===== config.mk =====
export PLATFORM = sky130hd
export DESIGN_NAME = cp_remove_s2p_fft16
export DESIGN_NICKNAME = d
export VERILOG_FILES = /design/src/rtl/cp_remove_s2p_fft16.sv
export SDC_FILE = /design/constraint.sdc
export NUM_CORES = 2
export LEC_CHECK = 0
export ABC_AREA = 1
export CAP_MARGIN = 20
export CORE_MARGIN = 1.5
export CORE_UTILIZATION = 56
export CTS_CLUSTER_DIAMETER = 40
export DETAILED_ROUTE_END_ITERATION = 16
export PLACE_DENSITY = 0.83
export SETUP_SLACK_MARGIN = 0.02
export SYNTH_ARGS = -nofsm -noshare
export SYNTH_HDL_FRONTEND = slang
export SYNTH_SLANG_ARGS = --single-unit

===== constraint.sdc =====
create_clock -name i_clk_cprm -period 4.5 [get_ports i_clk_cprm]
set_input_delay 0.9 -clock i_clk_cprm [delete_from_list [all_inputs] [get_ports i_clk_cprm]]
set_output_delay 0.9 -clock i_clk_cprm [all_outputs]
set_load 0.1 [all_outputs]

===== src/rtl/cp_remove_s2p_fft16.sv =====
// Strips the cyclic prefix from a serial OFDM sample stream and hands each set of
// 16 useful samples to the FFT as one parallel frame, through a two-buffer ping-pong.
`timescale 1ns/1ps
module cp_remove_s2p_fft16 #(
   parameter int DATA_WIDTH        = 16,
   parameter int DOUBLE_DATA_WIDTH = 2*DATA_WIDTH,
   parameter int N_FFT             = 16,
   parameter int CP_LEN            = 4
) (
   input  logic                                   i_clk_cprm,
   input  logic                                   i_rst_n,
   input  logic                                   i_valid_sample,
   input  logic signed [DOUBLE_DATA_WIDTH-1:0]    i_sample,
   input  logic                                   i_sof,
   input  logic                                   i_fft_ready,
   output logic                                   o_ready_sample,
   output logic [N_FFT-1:0][DOUBLE_DATA_WIDTH-1:0] o_frame,
   output logic                                   o_valid_frame,
   output logic                                   o_sync_err,
   output logic [7:0]                             o_frame_cnt,
   output logic [1:0]                             o_dbg_state
);

   localparam logic [1:0] ST_IDLE    = 2'd0;
   localparam logic [1:0] ST_SKIP    = 2'd1;
   localparam logic [1:0] ST_COLLECT = 2'd2;

   localparam logic [3:0] CP_LAST  = 4'(CP_LEN);
   localparam logic [3:0] LAST_IDX = 4'(N_FFT-1);

   logic [1:0] r_state;
   logic [3:0] r_cp_cnt;
   logic [3:0] r_idx;
   logic [1:0] r_full;
   logic       r_wr_ptr;
   logic       r_rd_ptr;
   logic [N_FFT-1:0][DOUBLE_DATA_WIDTH-1:0] r_buf [2];

   logic [1:0] w_state_nxt;
   logic [3:0] w_cp_nxt;
   logic [3:0] w_idx_nxt;
   logic       w_wr_en;
   logic [3:0] w_wr_idx;
   logic       w_fill_done;
   logic       w_accept;
   logic       w_sof_start;
   logic       w_sof_err;
   logic       w_handoff;

   // Upstream handshake: a sample moves when i_valid_sample and o_ready_sample are
   // both high at a rising edge; the source holds sample and i_sof until then.
   assign o_ready_sample = !(r_state == ST_COLLECT && r_full[r_wr_ptr]);
   assign w_accept       = i_valid_sample & o_ready_sample;
   assign w_sof_start    = w_accept & i_sof;
   assign w_handoff      = r_full[r_rd_ptr] & i_fft_ready;
   assign o_dbg_state    = r_state;

   // An i_sof on the natural first sample of a symbol is not an error.
   assign w_sof_err = w_sof_start &
                      ((r_state == ST_SKIP && r_cp_cnt != 4'd0) ||
                       (r_state == ST_COLLECT && !(CP_LEN == 0 && r_idx == 4'd0)));

   always_comb begin
      w_state_nxt = r_state;
      w_cp_nxt    = r_cp_cnt;
      w_idx_nxt   = r_idx;
      w_wr_en     = 1'b0;
      w_wr_idx    = r_idx;
      w_fill_done = 1'b0;
      if (w_sof_start) begin
         // Every i_sof (re)starts a symbol with this sample as CP sample 0.
         if (CP_LEN == 0) begin
            w_state_nxt = ST_COLLECT;
            w_wr_en     = 1'b1;
            w_wr_idx    = 4'd0;
            w_idx_nxt   = 4'd1;
            w_cp_nxt    = 4'd0;
         end else if (CP_LAST == 4'd1) begin
            w_state_nxt = ST_COLLECT;
            w_idx_nxt   = 4'd0;
            w_cp_nxt    = 4'd0;
         end else begin
            w_state_nxt = ST_SKIP;
            w_cp_nxt    = 4'd1;
            w_idx_nxt   = 4'd0;
         end
      end else if (w_accept) begin
         case (r_state)
            ST_SKIP: begin
               if (r_cp_cnt + 4'd1 == CP_LAST) begin
                  w_state_nxt = ST_COLLECT;
                  w_cp_nxt    = 4'd0;
                  w_idx_nxt   = 4'd0;
               end else begin
                  w_cp_nxt = r_cp_cnt + 4'd1;
               end
            end
            ST_COLLECT: begin
               w_wr_en = 1'b1;
               if (r_idx == LAST_IDX) begin
                  w_fill_done = 1'b1;
                  w_idx_nxt   = 4'd0;
                  w_cp_nxt    = 4'd0;
                  w_state_nxt = (CP_LEN == 0) ? ST_COLLECT : ST_SKIP;
               end else begin
                  w_idx_nxt = r_idx + 4'd1;
               end
            end
            default: begin
               w_state_nxt = ST_IDLE;
            end
         endcase
      end
   end

   // Sample storage carries no reset; the full flags alone decide what is valid.
   always_ff @(posedge i_clk_cprm) begin
      if (w_wr_en) begin
         r_buf[r_wr_ptr][w_wr_idx] <= i_sample;
      end
   end

   always_ff @(posedge i_clk_cprm) begin
      if (i_rst_n) begin
         r_state       <= ST_IDLE;
         r_cp_cnt      <= 4'd0;
         r_idx         <= 4'd0;
         r_full        <= 2'b00;
         r_wr_ptr      <= 1'b0;
         r_rd_ptr      <= 1'b0;
         o_frame       <= '0;
         o_valid_frame <= 1'b0;
         o_sync_err    <= 1'b0;
         o_frame_cnt   <= 8'd0;
      end else begin
         r_state    <= w_state_nxt;
         r_cp_cnt   <= w_cp_nxt;
         r_idx      <= w_idx_nxt;
         o_sync_err <= w_sof_err;
         // Fill and handoff never target the same buffer, so both may apply at once.
         for (int b = 0; b < 2; b++) begin
            if (w_fill_done && r_wr_ptr == 1'(b)) begin
               r_full[b] <= 1'b1;
            end else if (w_handoff && r_rd_ptr == 1'(b)) begin
               r_full[b] <= 1'b0;
            end
         end
         if (w_fill_done) begin
            r_wr_ptr <= ~r_wr_ptr;
         end
         o_valid_frame <= w_handoff;
         if (w_handoff) begin
            o_frame     <= r_buf[r_rd_ptr];
            r_rd_ptr    <= ~r_rd_ptr;
            o_frame_cnt <= o_frame_cnt + 8'd1;
         end
      end
   end

endmodule


==> flow_summary.yaml <==
critical_path:
  crit_path_end_kind: "output port"
  critical_path_class: "flop to output port"
  slowest_delay_ps: 1240
  slowest_stage: "clkdlybuf4s50_1"
  worst_r2r_path_depth: 11
  crit_chain: "clkdlybuf4s50_1"
  cp.depth: 1
  worst-path-max-fanout: 6
  startpoint_type: "flop"
  arrival_ps: 2450
  cp_data_required_time_ps: 3600
  path_delay_family: "buffers and inverters"
  cp_num_buf_inv: 1
timing:
  max_freq_mhz: 298.4
  hold_violations: 0
  fin_hold_ws_ps: 488.8
  finalCritPeriodShare_pct: 74.48
  skew_ps: 28.64
  rsz0062_at_grt: "false"
  setup_tns_ps: 0
  slew_headroom_pct: 17.70
  fin_crit_ps: 3352
  finalSetupViolations: 0
  report.final.slew_viol_count: 0
  worst_pin_slew_ps: 1235
logic_synthesis:
  netlist.top_cell.by_area: "edfxtp_1"
  yosysMostFrequentCell: "nand3_1"
  synthAdderAreaFrac_pct: 0.1617
  synth_area_per_cell_um2: 12.99
  synthXorXnorAreaFrac_pct: 0.06469
  synthSimpleGateAreaFrac_pct: 14.06
  synthMuxAreaShare_pct: 0
  synth_ff_type: "edfxtp_1"
  synthArstFlopShare_pct: 0
  ys_seq_area_share_pct: 76.59
  syn_inst: 4168
  synth_edf_count: 1024
  yosys-top-cells-count: "1037 x nand3_1, 1024 x edfxtp_1, 570 x nand2_1, 536 x dfxtp_1, 513 x a31oi_1"
  synth_nets: 4212
  ys_seq_elements: 1560
  yosysTopAreaCellShare_pct: 56.78
  ys_warn_count: 0
  synth_top_family_by_area: "simple AND/OR/NAND/NOR gates"
  yosysUniqueCellTypes: 25
  synth_area_leaders: "edfxtp_1 57%, dfxtp_1 20%, nand3_1 9.6%"
  synth_compound_area_share_pct: 6.245
  netlist_area_mm2: 0.05416
route:
  drc: 0
  wl_mm: 160.9
  viasPerCell: 6.404
  dr.pass1.iters: 6
  drt_iter0_drc: 5574
  postRouteAntennaNets: 0
  wl_per_cell_um: 26.64
  vias: 38690
layout:
  final_net_count: 4676
  final_cells: 6042
  fill_cells: 5866
  syn_to_final_growth_pct: 23.16
  drive_gt1_share_pct: 8.925
floorplanning:
  core_area_mm2: 0.09544
  num_rows: 113
  initial_core_util_pct: 56.75
  fp.dieH_um: 314.0
  io_pins: 562
  die_area_mm2: 0.09859
  dieWidth_um: 314.0
global_route:
  grt_overflow: 0
  grt_pass1_vias: 37060
  antenna_found_initial: 7
  grtUsageTotal_pct: 31.83
  grt_max_degree: 210
  grt_pass1_wl_mm: 231.6
power_and_ir_drop:
  clkPwrFrac_pct: 47.3
  power.density_mw_per_mm2: 446.2
  peakVddDrop_v: 0.0003667
  switchingPower_mw: 6.077
  swShare_pct: 20.42
  totalPowerFinal_mw: 29.76
  p_comb_share_pct: 1.5
  internal_power_mw: 23.68
  sequentialPowerShare_pct: 51.2
  power.leakage_nw: 20.25
clock_tree:
  cts_max_path_buffers: 3
  clock_latency_ps: 780
  h-tree-depth: 4
  cts_root_buf: "clkbuf_16"
  cts_tree: "yes"
  cts_resized: 0
  hold_buffers: 0
  clock_sinks: 1560
  post_cts_buffers: 0
  clk_pin_slew_ps: 60
  numCtsBuffers: 164
worst_hold_path:
  min_path_cells: 2
  hp-class: "flop to flop"
run_status:
  status: "completed"
placed_design:
  placed_cells: 5727
  place_congestion: 0.8123
  dp_hpwl_mm: 83.63
  portBuffers: 561
run:
  maxCapViolations: 0
==> metal layers <==
layer  GRT usage [%]  share of wire, %  up-vias
met2           51.82                49     2812
met1           39.32                34    18960
met4           18.13               5.6        0
li1                -                 -    16470
met5               0                 0        -
met3           7.431                11      452
==> registers in the layout, indices dropped and copies added, names as in the netlist <==
signal and count:
o_valid_frame 1, r_cp_cnt 4, r_wr_ptr 1, o_dbg_state 2, o_frame 512, r_rd_ptr 1
r_idx 4, r_buf 1024, o_sync_err 1, o_frame_cnt 8, r_full 2
==> final cells by class <==
cell class	count	area [um^2]	share of cell area, %
diodes	4	10.01	0.01501
clock inverters	78	1015	1.521
well taps	1265	1583	2.373
inverters	28	120.1	0.1801
flip-flops and latches	1560	41480	62.19
clock buffers	229	4738	7.103
multi-input cells	2233	11320	16.98
repair buffers	645	6431	9.641
==> cells by family (layout without fill, tap and decap cells) <==
family | Yosys count | after routing
flops | 1560 | 1560
xor+xnor | 4 | 4
buf+inv | 375 | 980
fa+ha+maj | 7 | 7
compound gates | 545 | 545
simple gates | 1677 | 1677
other cells | 0 | 4
==> worst reg2reg max path, delay by kind of cell, from the launching register on <==
kind / cells / cell delay (ps)
flops: 1 / 660
compound gates: 1 / 180
simple gates: 6 / 1120
buf+inv: 4 / 840
==> power by group through the flow <==
stage / Combinational [mW] / Clock (mW) / Sequential [mW]
floorplan: 0.0916 / 0 / 15.6
global placement: 0.409 / 0 / 15.6
detailed placement: 0.418 / 0 / 15.6
CTS: 0.421 / 14.1 / 15.2
global route: 0.447 / 14.7 / 15.2
finish: 0.444 / 14.1 / 15.2
==> placed cells by master, fill, tap and decap left out, types with 9 or more instances in the layout <==
cell type           n
clkinv_2           15
clkinv_4            9
nor2_1             29
buf_4              59
clkbuf_8           22
nor2_4             20
inv_6              15
nand3_1          1037
edfxtp_1         1024
buf_2              32
dfxtp_1           534
a21oi_1            19
clkbuf_16         172
nand2_1           570
inv_1              25
clkbuf_1           35
buf_12             26
bufinv_16          16
clkdlybuf4s50_1   526
a31oi_1           513
==> final timing paths <==
check / endpoint / slack, ps / startpoint
setup / recovery: o_frame_cnt[2] / 1150 / o_frame_cnt[2]$_SDFFE_PP0N_
hold / removal: o_frame[459]$_SDFFE_PP0N_ / 490 / o_frame[459]$_SDFFE_PP0N_
setup reg to reg: r_buf[0][444]$_DFFE_PP_ / 1420 / r_wr_ptr$_SDFFE_PP0N_
hold reg to reg: o_frame[459]$_SDFFE_PP0N_ / 490 / o_frame[459]$_SDFFE_PP0N_
==> per-stage QoR <==
step,worst slack (ps),util [%],instance area [um^2]
finish,1148,69.90,66710
global route,1094,69.89,66700
CTS,1111,69.79,66610
detailed placement,768.8,63.77,60850
global placement,813.7,63.77,60850
floorplan,99.63,-,54160
No activity file was read; power rests on OpenSTA's default activity.
